==> config.mk <==
export PLATFORM = sky130hd
export DESIGN_NAME = music_player
export DESIGN_NICKNAME = d
export VERILOG_FILES = /design/src/rtl/music_player.sv
export SDC_FILE = /design/constraint.sdc
export NUM_CORES = 1
export LEC_CHECK = 0
export CORE_ASPECT_RATIO = 0.7
export CORE_MARGIN = 8
export CORE_UTILIZATION = 45
export CTS_CLUSTER_SIZE = 20
export DETAILED_ROUTE_END_ITERATION = 16
export PLACE_DENSITY = 0.64
export SLEW_MARGIN = 20
export SYNTH_ARGS = -nofsm -noshare
export SYNTH_HDL_FRONTEND = slang
export SYNTH_SLANG_ARGS = --single-unit
==> constraint.sdc <==
create_clock -name clk -period 3.6 [get_ports clk]
set_input_delay 0.54 -clock clk [delete_from_list [all_inputs] [get_ports clk]]
set_output_delay 0.54 -clock clk [all_outputs]
set_load 0.05 [all_outputs]
==> src/rtl/music_player.sv <==
// Square-wave music player: four 16-note songs from an internal ROM, stepped by beat ticks
// derived from codec new_frame pulses, with play/pause, next-song, fast-forward and reverse.
module music_player #(
    parameter int BEAT_COUNT = 1000
) (
    input  logic               clk,
    input  logic               reset,
    input  logic               play_button,
    input  logic               next_button,
    input  logic [1:0]         weight,
    input  logic               new_frame,
    input  logic               ff_switch0,
    input  logic               r_switch1,
    output logic signed [15:0] sample_out,
    output logic [1:0]         current_song,
    output logic               play
);

    localparam int BW = $clog2(BEAT_COUNT + 1);
    localparam logic [BW-1:0] LIM_NORM = BW'(BEAT_COUNT - 1);
    localparam logic [BW-1:0] LIM_FAST = BW'(BEAT_COUNT / 2 - 1);

    logic               play_q, play_d;
    logic [1:0]         song_q, song_d;
    logic [3:0]         idx_q, idx_d;
    logic [BW-1:0]      beat_q, beat_d;
    logic [1:0]         dur_q, dur_d;
    logic [19:0]        phase_q, phase_d;
    logic signed [15:0] sample_q, sample_d;
    logic               pb_prev_q, nb_prev_q;

    logic               play_edge, next_edge;
    logic [5:0]         pitch;
    logic [BW-1:0]      beat_lim;
    logic [19:0]        phase_next;

    function automatic logic [5:0] note_pitch(input logic [1:0] s, input logic [3:0] i);
        return 6'd8 + {2'b00, s, 2'b00} + {2'b00, i};
    endfunction

    function automatic logic [1:0] note_beats(input logic [1:0] s, input logic [3:0] i);
        logic unused;
        unused = ^{s, i};
        return 2'd2;
    endfunction

    function automatic logic signed [15:0] square_sample(input logic neg, input logic [1:0] w);
        logic signed [15:0] mag;
        mag = 16'sh4000 >>> w;
        return neg ? -mag : mag;
    endfunction

    always_comb begin
        play_d   = play_q;
        song_d   = song_q;
        idx_d    = idx_q;
        beat_d   = beat_q;
        dur_d    = dur_q;
        phase_d  = phase_q;
        sample_d = sample_q;

        play_edge  = play_button & ~pb_prev_q;
        next_edge  = next_button & ~nb_prev_q;
        pitch      = note_pitch(song_q, idx_q);
        beat_lim   = ff_switch0 ? LIM_FAST : LIM_NORM;
        phase_next = phase_q + {6'd0, pitch, 8'd0};

        if (play_edge) play_d = ~play_q;
        if (!play_q)   sample_d = '0;

        if (play_q && new_frame) begin
            phase_d  = phase_next;
            sample_d = square_sample(phase_next[19], weight);
            if (beat_q >= beat_lim) begin
                beat_d = '0;
                if (dur_q >= note_beats(song_q, idx_q) - 2'd1) begin
                    dur_d = '0;
                    if (!r_switch1) begin
                        if (idx_q == 4'd15) begin
                            // Song end: stop and queue up the next song from its start.
                            play_d   = 1'b0;
                            song_d   = song_q + 2'd1;
                            idx_d    = '0;
                            phase_d  = '0;
                            sample_d = '0;
                        end else begin
                            idx_d = idx_q + 4'd1;
                        end
                    end else if (idx_q != 4'd0) begin
                        idx_d = idx_q - 4'd1;
                    end
                end else begin
                    dur_d = dur_q + 2'd1;
                end
            end else begin
                beat_d = beat_q + BW'(1);
            end
        end

        // Next-song wins over everything else happening this cycle, including a play press.
        if (next_edge) begin
            song_d   = song_q + 2'd1;
            idx_d    = '0;
            beat_d   = '0;
            dur_d    = '0;
            phase_d  = '0;
            play_d   = 1'b0;
            sample_d = '0;
        end
    end

    always_ff @(posedge clk or posedge reset) begin
        if (reset) begin
            play_q    <= 1'b0;
            song_q    <= '0;
            idx_q     <= '0;
            beat_q    <= '0;
            dur_q     <= '0;
            phase_q   <= '0;
            sample_q  <= '0;
            pb_prev_q <= 1'b0;
            nb_prev_q <= 1'b0;
        end else begin
            play_q    <= play_d;
            song_q    <= song_d;
            idx_q     <= idx_d;
            beat_q    <= beat_d;
            dur_q     <= dur_d;
            phase_q   <= phase_d;
            sample_q  <= sample_d;
            pb_prev_q <= play_button;
            nb_prev_q <= next_button;
        end
    end

    assign play         = play_q;
    assign current_song = song_q;
    assign sample_out   = sample_q;

endmodule

==> flow_metrics.tcl, run 1 <==
set metrics [dict create \
    portBuffers 16 \
    drc 0 \
    met3_usage_pct 4.29 \
    rows 22 \
    cts_setup_buffers 0 \
    cts-root-buf "clkbuf_8" \
    power.leakage_nw 1.25 \
    antenna_found_initial 0 \
    syn2layout_area_growth_pct 13.4 \
    outcome "complete, no violations" \
    power_density_mw_per_mm2 502 \
    gp_congestion 0.904 \
    hold_buffers 0 \
    hold_viol 0 \
    tns_ns 0 \
    place_hpwl_mm 3.94 \
    async_flop_share_pct 100 \
    drv_slew 0 \
    h-tree-depth 2 \
    worst-setup-path-type "register to register" \
    clock_latency_ns 0.30 \
    netlist_area_sq_mm 0.00246 \
    wl_per_cell_um 15.2 \
    cp.required_ns 3.83 \
    yosysMostFrequentCell "dfrtp_1" \
    hp-class "register to register" \
    cp.arrival_ns 3.13 \
    globalRouteMet2Util_pct 19.4 \
    cp-end-kind "register" \
    fp.dieH_um 77.8 \
    grtUsageMet1_pct 20.4 \
    synth_cells 261 \
    clock_path_buffers 2 \
    n_antenna_cell 0 \
    dp.cells 344 \
    global_route.peak_usage_layer "met1" \
    grt_pass1_wl_mm 9.40 \
    initialDrtViolationCount 120 \
    design.core.area_sq_mm 0.00526 \
    final_antenna_net_count 0 \
    grt-ovfl-total 0 \
    grt_max_degree 39 \
    cts_buffers 5 \
    finalClockSkew_ns 0.00935 \
    synth_edf_count 0 \
    fmaxAchievable_ghz 0.344 \
    cp_max_fo 7 \
    route.vias.total 1928 \
    ys_ff_latch 38 \
    synth_cell_types 53 \
    cap_violations 0 \
    rsz0062_at_grt "false" \
    first_global_vias 1954 \
    die_x_um 104 \
    synth_top_area_share_pct 38.7 \
    ys_top_cells_by_area "dfrtp_1 39%, ha_1 9.7%, xnor2_1 3.9%" \
    post-route-min-period_ns 2.91 \
    period_share_pct 80.7 \
    viasPerCell 5.48 \
    pin_count 28 \
    path_clk_slew_ns 0.08 \
    initial_utilization_pct 46.7 \
    worst_pin_slew_ns 0.896 \
    worst_ir_drop_vdd_mv 0.264 \
    finish.net_count 308 \
    ys_seq_area_share_pct 38.7 \
    die_area_sq_mm 0.00812 \
    wirelength_mm 5.35 \
    cts_tree "done" \
    stdcell_count 352 \
    synth-main-ff-cell "dfrtp_1" \
    postCtsResizedCells 0 \
    ys_warn_count 0 \
    cts.sinks 38 \
    track_usage_pct 14.1 \
    critPathLaunchType "register" \
    synth_top_cells_by_count "38 x dfrtp_1, 22 x nand2_1, 19 x ha_1" \
    synth_top_area_cell "dfrtp_1" \
    syn_area_per_cell_sq_um 9.42 \
    slew_headroom_pct 40.1 \
    finalSetupViolCount 0 \
    firstDrtPassIters 5 \
    drive_gt1_share_pct 7.14 \
]
-- cell type report --
class,instances,area (sq um)
inverter,18,67.6
multi-input combinational,198,1370
clock buffer,5,68.8
clock inverter,3,68.8
sequential,38,951
tap,72,90.1
fill,481,2470
timing repair buffer,18,175
-- critical path, cell delays in order (launching register included) --
cell and delay [ns]:
dfrtp_1 0.45, inv_2 0.07, ha_1 0.27, inv_1 0.04
ha_1 0.19, ha_1 0.27, ha_1 0.34, o211ai_1 0.15
o21ai_0 0.30, a31oi_1 0.20, or4_1 0.49, nand3_1 0.08
-- kinds of logic (layout without fill, tap and decap cells) --
kind of cell             Yosys count  after routing  share of synthesized area (%)
buffers and inverters             35             44                           7.28
AND/OR/NAND/NOR                   76             76                           16.3
flip-flops                        38             38                           38.7
AO/OA/AOI/OAI                     73             73                           20.6
multiplexers                       2              2                          0.815
XOR/XNOR                          16             16                           5.70
other                              1             11                          0.153
adder cells (fa/ha/maj)           20             20                           10.5
-- placed cells by master, fill, tap and decap left out, types with 2 or more instances in the layout --
cell type / n
and2_1: 3
a32o_1: 2
nand3_1: 10
o21ai_0: 18
a22o_1: 4
inv_1: 17
buf_4: 2
ha_1: 19
o21bai_1: 2
nor3_1: 6
conb_1: 11
a21o_1: 5
bufinv_16: 2
clkdlybuf4s50_1: 16
dfrtp_1: 38
xnor2_1: 11
xor2_1: 5
a31oi_1: 2
a211oi_1: 3
o21a_1: 2
a21oi_1: 16
nor2_1: 11
mux2i_1: 2
o2111ai_1: 2
nand2_1: 22
nand4_1: 6
or4_1: 2
nand2b_1: 3
o211ai_1: 6
clkbuf_8: 5
or3_1: 2
nor3b_1: 2
-- per-stage QoR --
| step | instance area, sq um | power, mW | util, % | setup WS [ns] | hold WS (ns) |
|---|---|---|---|---|---|
| 6_report | 2790 | 1.40 | 53.0 | 0.694 | 0.496 |
| 5_1_grt | 2790 | 1.48 | 53.0 | 0.422 | 0.523 |
| 4_1_cts | 2790 | 1.41 | 53.0 | 0.716 | 0.502 |
| 3_5_place_dp | 2650 | 0.964 | 50.4 | 0.746 | 0.480 |
| 3_3_place_gp | 2650 | 0.958 | 50.4 | 0.787 | 0.475 |
| 2_1_floorplan | 2490 | 0.859 | - | 0.630 | 0.456 |
-- final timing paths --
kind                        startpoint           to  slack, ns  cells after the start
min reg2reg                phase_q[13]  phase_q[13]       0.50                      2
max in group asynchronous        reset   phase_q[8]       2.59                      3
min                        phase_q[13]  phase_q[13]       0.50                      2
min in group asynchronous        reset    nb_prev_q       0.65                      3
max                           idx_q[3]  phase_q[17]       0.69                     11
max reg2reg                   idx_q[3]  phase_q[17]       0.69                     11
-- registers in the layout, indices dropped and copies added, names as in the netlist, 2 cells and up --
name	flops
idx_q	4
dur_q	2
phase_q	12
current_song	2
beat_q	10
sample_out	5
-- report_power, final --
group	switching [mW]	internal (mW)	total (mW)
Sequential	0.0418	0.470	0.512
Combinational	0.282	0.161	0.443
Clock	0.167	0.278	0.445
Total	0.491	0.909	1.40
-- metal layers --
| metal | vias to the layer above | part of all wire [%] |
|---|---|---|
| li1 | 961 | - |
| met1 | 916 | 53 |
| met2 | 49 | 39 |
| met3 | 2 | 6.9 |
| met4 | 0 | 0.56 |
| met5 | - | 0 |
No activity file was read; power rests on OpenSTA's default activity.
==> run 2, diff against run 1 <==
Clock period 3.6 ns to 2.7 ns, I/O delays scaled along.
==> run 2 against run 1 <==
- clock skew decreased by 0.0013 ns
- flip-flop and latch count stayed put
- worst hold slack hardly changed
- critical endpoint is now sample_out[13]
- largest power group is now combinational cells
==> flow_metrics.tcl, run 2 (synthesis gave the netlist of run 1 again) <==
set metrics [dict create \
    outcome "complete, no violations" \
    firstDrtPassIters 4 \
    r2r_start "idx_q[3]" \
    highest_layer "met4" \
    h-tree-depth 2 \
    worst-setup-path-type "register to register" \
    pin_count 28 \
    cts.sinks 38 \
    worst_ir_drop_vdd_mv 0.316 \
    viasPerCell 5.47 \
    clock_path_buffers 2 \
    worst_pin_slew_ns 0.658 \
    hold_viol 0 \
    fillers 462 \
    cp-end-kind "register" \
    dp.cells 354 \
    finish.net_count 322 \
    wl_per_cell_um 15.4 \
    initialDrtViolationCount 89 \
    whs_ns 0.496 \
    multiInputGateArea_sq_mm 0.00144 \
    rsz0062_at_grt "true" \
    syn2layout_area_growth_pct 19.8 \
    cts_buffers 5 \
    hold_buffers 0 \
    wirelength_mm 5.63 \
    wl_met2_mm 2.34 \
    tns_ns 0 \
    cap_violations 0 \
    finalSetupViolCount 0 \
    cp.arrival_ns 2.77 \
    die_x_um 104 \
    track_usage_pct 14.5 \
    stdcell_count 365 \
    final_common_cell "dfrtp_1" \
    grt_max_degree 39 \
    rows 22 \
    grt-ovfl-total 0 \
    cp.required_ns 2.88 \
    period_share_pct 96.1 \
    place_hpwl_mm 4.17 \
    design.core.area_sq_mm 0.00526 \
    n_antenna_cell 0 \
    initial_utilization_pct 46.7 \
    grt_pass1_wl_mm 9.76 \
    postLayoutCellArea_sq_mm 0.00294 \
    route.vias.total 1997 \
    power_density_mw_per_mm2 650 \
    post-route-min-period_ns 2.59 \
    portBuffers 16 \
    critPathLaunchType "register" \
    layout_common_cells "36 x dfrtp_1, 22 x nand2_1, 16 x o21ai_0, 16 x clkdlybuf4s50_1, 16 x buf_4" \
    register_area_sq_um 953 \
    slew_headroom_pct 56.1 \
    ff2ff_setup_slack_ns 0.11 \
    first_global_vias 2021 \
    drv_slew 0 \
    cts-root-buf "clkbuf_8" \
    wl_met3_um 278 \
    top_register "phase_q" \
    holdPathStages 2 \
    clock_latency_ns 0.29 \
    fp.dieH_um 77.8 \
    drive_gt1_share_pct 14.7 \
    fin_ws_ns 0.106 \
    final_antenna_net_count 0 \
    met1_length_mm 2.96 \
    cts_tree "done" \
    largest_reg_flops 12 \
    drc 0 \
    finalClockSkew_ns 0.00801 \
    gp_congestion 0.831 \
    placed_cell_area_sq_mm 0.00275 \
    place_ws_ns 0.0576 \
    fmaxAchievable_ghz 0.386 \
    path_clk_slew_ns 0.08 \
    hold_path_startpoint "phase_q[10]" \
    r2r_cells 11 \
    cp_max_fo 4 \
    hp-class "register to register" \
    whs_endpoint "phase_q[10]" \
    die_area_sq_mm 0.00812 \
    antenna_found_initial 0 \
    power.leakage_nw 1.31 \
    reg2reg_to "sample_out[13]" \
]
run 2: changes by cell type in the layout (fill, tap and decap cells not counted), moves of 2 or more:
cell / before / now
inv_1: 17 / 15
dfrtp_2: 0 / 2
o21ai_1: 1 / 3
ha_1: 19 / 15
ha_4: 0 / 4
buf_4: 2 / 16
o21ai_0: 18 / 16
dfrtp_1: 38 / 36
inv_2: 1 / 3
run 2: area by class of cell:
type | count | area share (%)
Clock buffer | 6 | 2.81
Clock inverter | 1 | 1.02
Inverter | 18 | 2.30
Timing Repair Buffer | 32 | 9.52
Sequential cell | 38 | 32.4
Tap cell | 72 | 3.06
Multi-Input combinational cell | 198 | 48.9
run 2: how the worst max path moves through the flow:
stage | from | depth (start not counted) | slack [ns] | to
after floorplan | current_song[1] | 11 | 0.04 | sample_out[13]
after global placement | ff_switch0 | 7 | 0.11 | phase_q[14]
after detailed placement | ff_switch0 | 7 | 0.06 | phase_q[14]
after CTS | current_song[1] | 11 | 0.06 | sample_out[12]
after global routing | current_song[1] | 11 | -0.04 | sample_out[13]
final | idx_q[3] | 11 | 0.11 | sample_out[13]
run 2: what timing repair did:
action                                 CTS  global route
setup buffers                            0             4
resized for setup                        0             9
endpoints found under the hold margin    0             0
setup endpoints to repair                0             5
run 2: through the flow:
stage	util, %	power (mW)
after floorplan	-	1.18
after global placement	52.4	1.35
after detailed placement	52.4	1.36
after CTS	54.5	1.86
after global routing	56.0	2.03
final	56.0	1.91
run 2: metal layers:
metal	vias up	global-route usage, %
met5	-	0
met4	0	4.32
met3	4	3.80
met2	50	21.1
met1	959	20.5
li1	984	-
run 2: worst max-delay path, cell delays in order, from the launching register on:
cell and delay, ns:
dfrtp_1 0.36, inv_2 0.06, ha_4 0.25, inv_2 0.04, ha_4 0.15, ha_4 0.24, ha_4 0.26, o211ai_1 0.17
o211ai_1 0.23, a211oi_4 0.36, nand2_1 0.10, a32o_1 0.26
run 2: power breakdown:
group | internal [mW] | switching [mW] | leakage, nW | total, mW
Sequential | 0.628 | 0.0504 | 0.513 | 0.679
Clock | 0.296 | 0.200 | 0.0573 | 0.495
Combinational | 0.306 | 0.433 | 0.734 | 0.739
Total | 1.23 | 0.683 | 1.31 | 1.91
==> run 3, diff against run 2 <==
Settings changed: CORE_UTILIZATION 45 to 33, PLACE_DENSITY 0.64 to 0.5.
==> run 3 against run 2 <==
- register-to-register slack hardly changed
- sequential power is essentially flat
- non-clock buffer count grew 2
- clock power shrank 2%
- routed wire length up 1.1%
- worst hold slack improved by 0.0072 ns
- largest cell class unchanged
==> flow_metrics.tcl, run 3 (synthesis gave the netlist of run 1 again) <==
set metrics [dict create \
    outcome "complete, no violations" \
    n_antenna_cell 0 \
    initial_utilization_pct 33.9 \
    p_int_mw 1.21 \
    wl_per_cell_um 14.4 \
    register_area_sq_um 952 \
    die_area_sq_mm 0.0105 \
    critPathLaunchType "register" \
    cp.arrival_ns 2.78 \
    p_sw_share_pct 36.6 \
    hp-class "register to register" \
    layout_common_cells "37 x dfrtp_1, 22 x nand2_1, 18 x buf_4" \
    largest_reg_flops 12 \
    worst_pin_slew_ns 0.614 \
    syn2layout_area_growth_pct 21.5 \
    fmaxAchievable_ghz 0.384 \
    cap_violations 0 \
    clock_latency_ns 0.29 \
    die_x_um 119 \
    antenna_found_initial 0 \
    grt_max_degree 39 \
    hold_buffers 0 \
    track_usage_pct 11.2 \
    cts-root-buf "clkbuf_8" \
    finish.net_count 324 \
    drive_gt1_share_pct 15.2 \
    slew_headroom_pct 59.0 \
    power_mw 1.90 \
    fp.dieH_um 88.2 \
    design.core.area_sq_mm 0.00725 \
    final_antenna_net_count 0 \
    place_hpwl_mm 4.32 \
    drv_slew 0 \
    cp_max_fo 4 \
    hold_viol 0 \
    finalClockSkew_ns 0.00843 \
    grt-ovfl-total 0 \
    portBuffers 16 \
    path_clk_slew_ns 0.08 \
    viasPerCell 5.00 \
    drc 0 \
    first_global_vias 1837 \
    p_switching_mw 0.695 \
    top_register "phase_q" \
    combPwrFrac_pct 38.5 \
    power.leakage_nw 1.32 \
    rows 26 \
    worst_ir_drop_vdd_mv 0.242 \
    power_density_mw_per_mm2 636 \
    route.vias.total 1971 \
    wirelength_mm 5.69 \
    clock_path_buffers 2 \
    dp.cells 381 \
    ff2ff_setup_slack_ns 0.1 \
    worst-setup-path-type "register to register" \
    period_share_pct 96.5 \
    cts_tree "done" \
    stdcell_count 394 \
    cts.sinks 38 \
    finalSetupViolCount 0 \
    final_common_cell "dfrtp_1" \
    initialDrtViolationCount 109 \
    multiInputGateArea_sq_mm 0.00144 \
    cts_buffers 5 \
    cp.required_ns 2.88 \
    grt_pass1_wl_mm 9.53 \
    fillers 735 \
    cp-end-kind "register" \
    power.share.clock_pct 25.6 \
    pin_count 28 \
    gp_congestion 0.777 \
    h-tree-depth 2 \
    tns_ns 0 \
    post-route-min-period_ns 2.60 \
    rsz0062_at_grt "true" \
    firstDrtPassIters 4 \
    power.share.sequential_pct 35.8 \
]
-- run 3: changes by cell type in the layout (fill, tap and decap cells not counted) --
cell	before	now
buf_4	16	18
clkinv_2	0	2
clkbuf_8	6	5
dfrtp_1	36	37
dfrtp_2	2	1
-- run 3: area by class of cell --
type                    count  area share (%)
flip-flops and latches     38            31.9
repair buffers             34            9.89
clock buffers               5            2.31
multi-input cells         198            48.2
clock inverters             3            1.34
inverters                  18            2.26
well taps                  98            4.11
-- run 3: timing repair --
action / 4_1_cts / 5_1_grt
endpoints found under the setup margin: 0 / 5
gates resized for setup: 0 / 8
buffers inserted: 0 / 5
-- run 3: worst paths after layout --
check                                start         endpoint  cells after the start
max                        current_song[1]   sample_out[13]                     11
max in group asynchronous            reset  current_song[1]                      3
min                         sample_out[11]   sample_out[11]                      2
min in group asynchronous            reset        beat_q[7]                      3
max reg2reg                current_song[1]   sample_out[13]                     11
min reg2reg                 sample_out[11]   sample_out[11]                      2
-- run 3: per-stage QoR --
| step | setup WS (ns) | hold slack [ns] | cell area (sq um) | util, % |
|---|---|---|---|---|
| 3_3_place_gp | 0.0375 | 0.475 | 2790 | 38.5 |
| 2_1_floorplan | 0.0445 | 0.436 | 2520 | - |
| 5_1_grt | -0.0178 | 0.530 | 2990 | 41.2 |
| 4_1_cts | 0.0394 | 0.504 | 2900 | 40.0 |
| 3_5_place_dp | 0.0425 | 0.474 | 2790 | 38.5 |
| 6_report | 0.0958 | 0.503 | 2990 | 41.2 |
-- run 3: power groups by stage --
stage | registers (mW) | logic (mW) | clock network (mW)
after floorplan | 0.759 | 0.424 | 0
after global placement | 0.695 | 0.669 | 0
after detailed placement | 0.693 | 0.669 | 0
after CTS | 0.681 | 0.673 | 0.503
after global routing | 0.688 | 0.808 | 0.521
final | 0.681 | 0.732 | 0.487
-- run 3: per-layer routing --
layer	up-vias	track usage (%)	routed length, um
li1	992	-	-
met1	940	17.4	3150
met2	37	14.3	2190
met3	2	3.35	327
met4	0	2.74	19
met5	-	0	0
-- run 3: worst max-delay path: stages (launching register included) --
cell and delay, ns:
dfrtp_2 0.39, inv_2 0.06, ha_4 0.26, inv_2 0.03, ha_4 0.15, ha_4 0.24
ha_4 0.26, o211ai_1 0.16, o211ai_1 0.23, a211oi_4 0.37, nand2_1 0.09, a32o_1 0.26
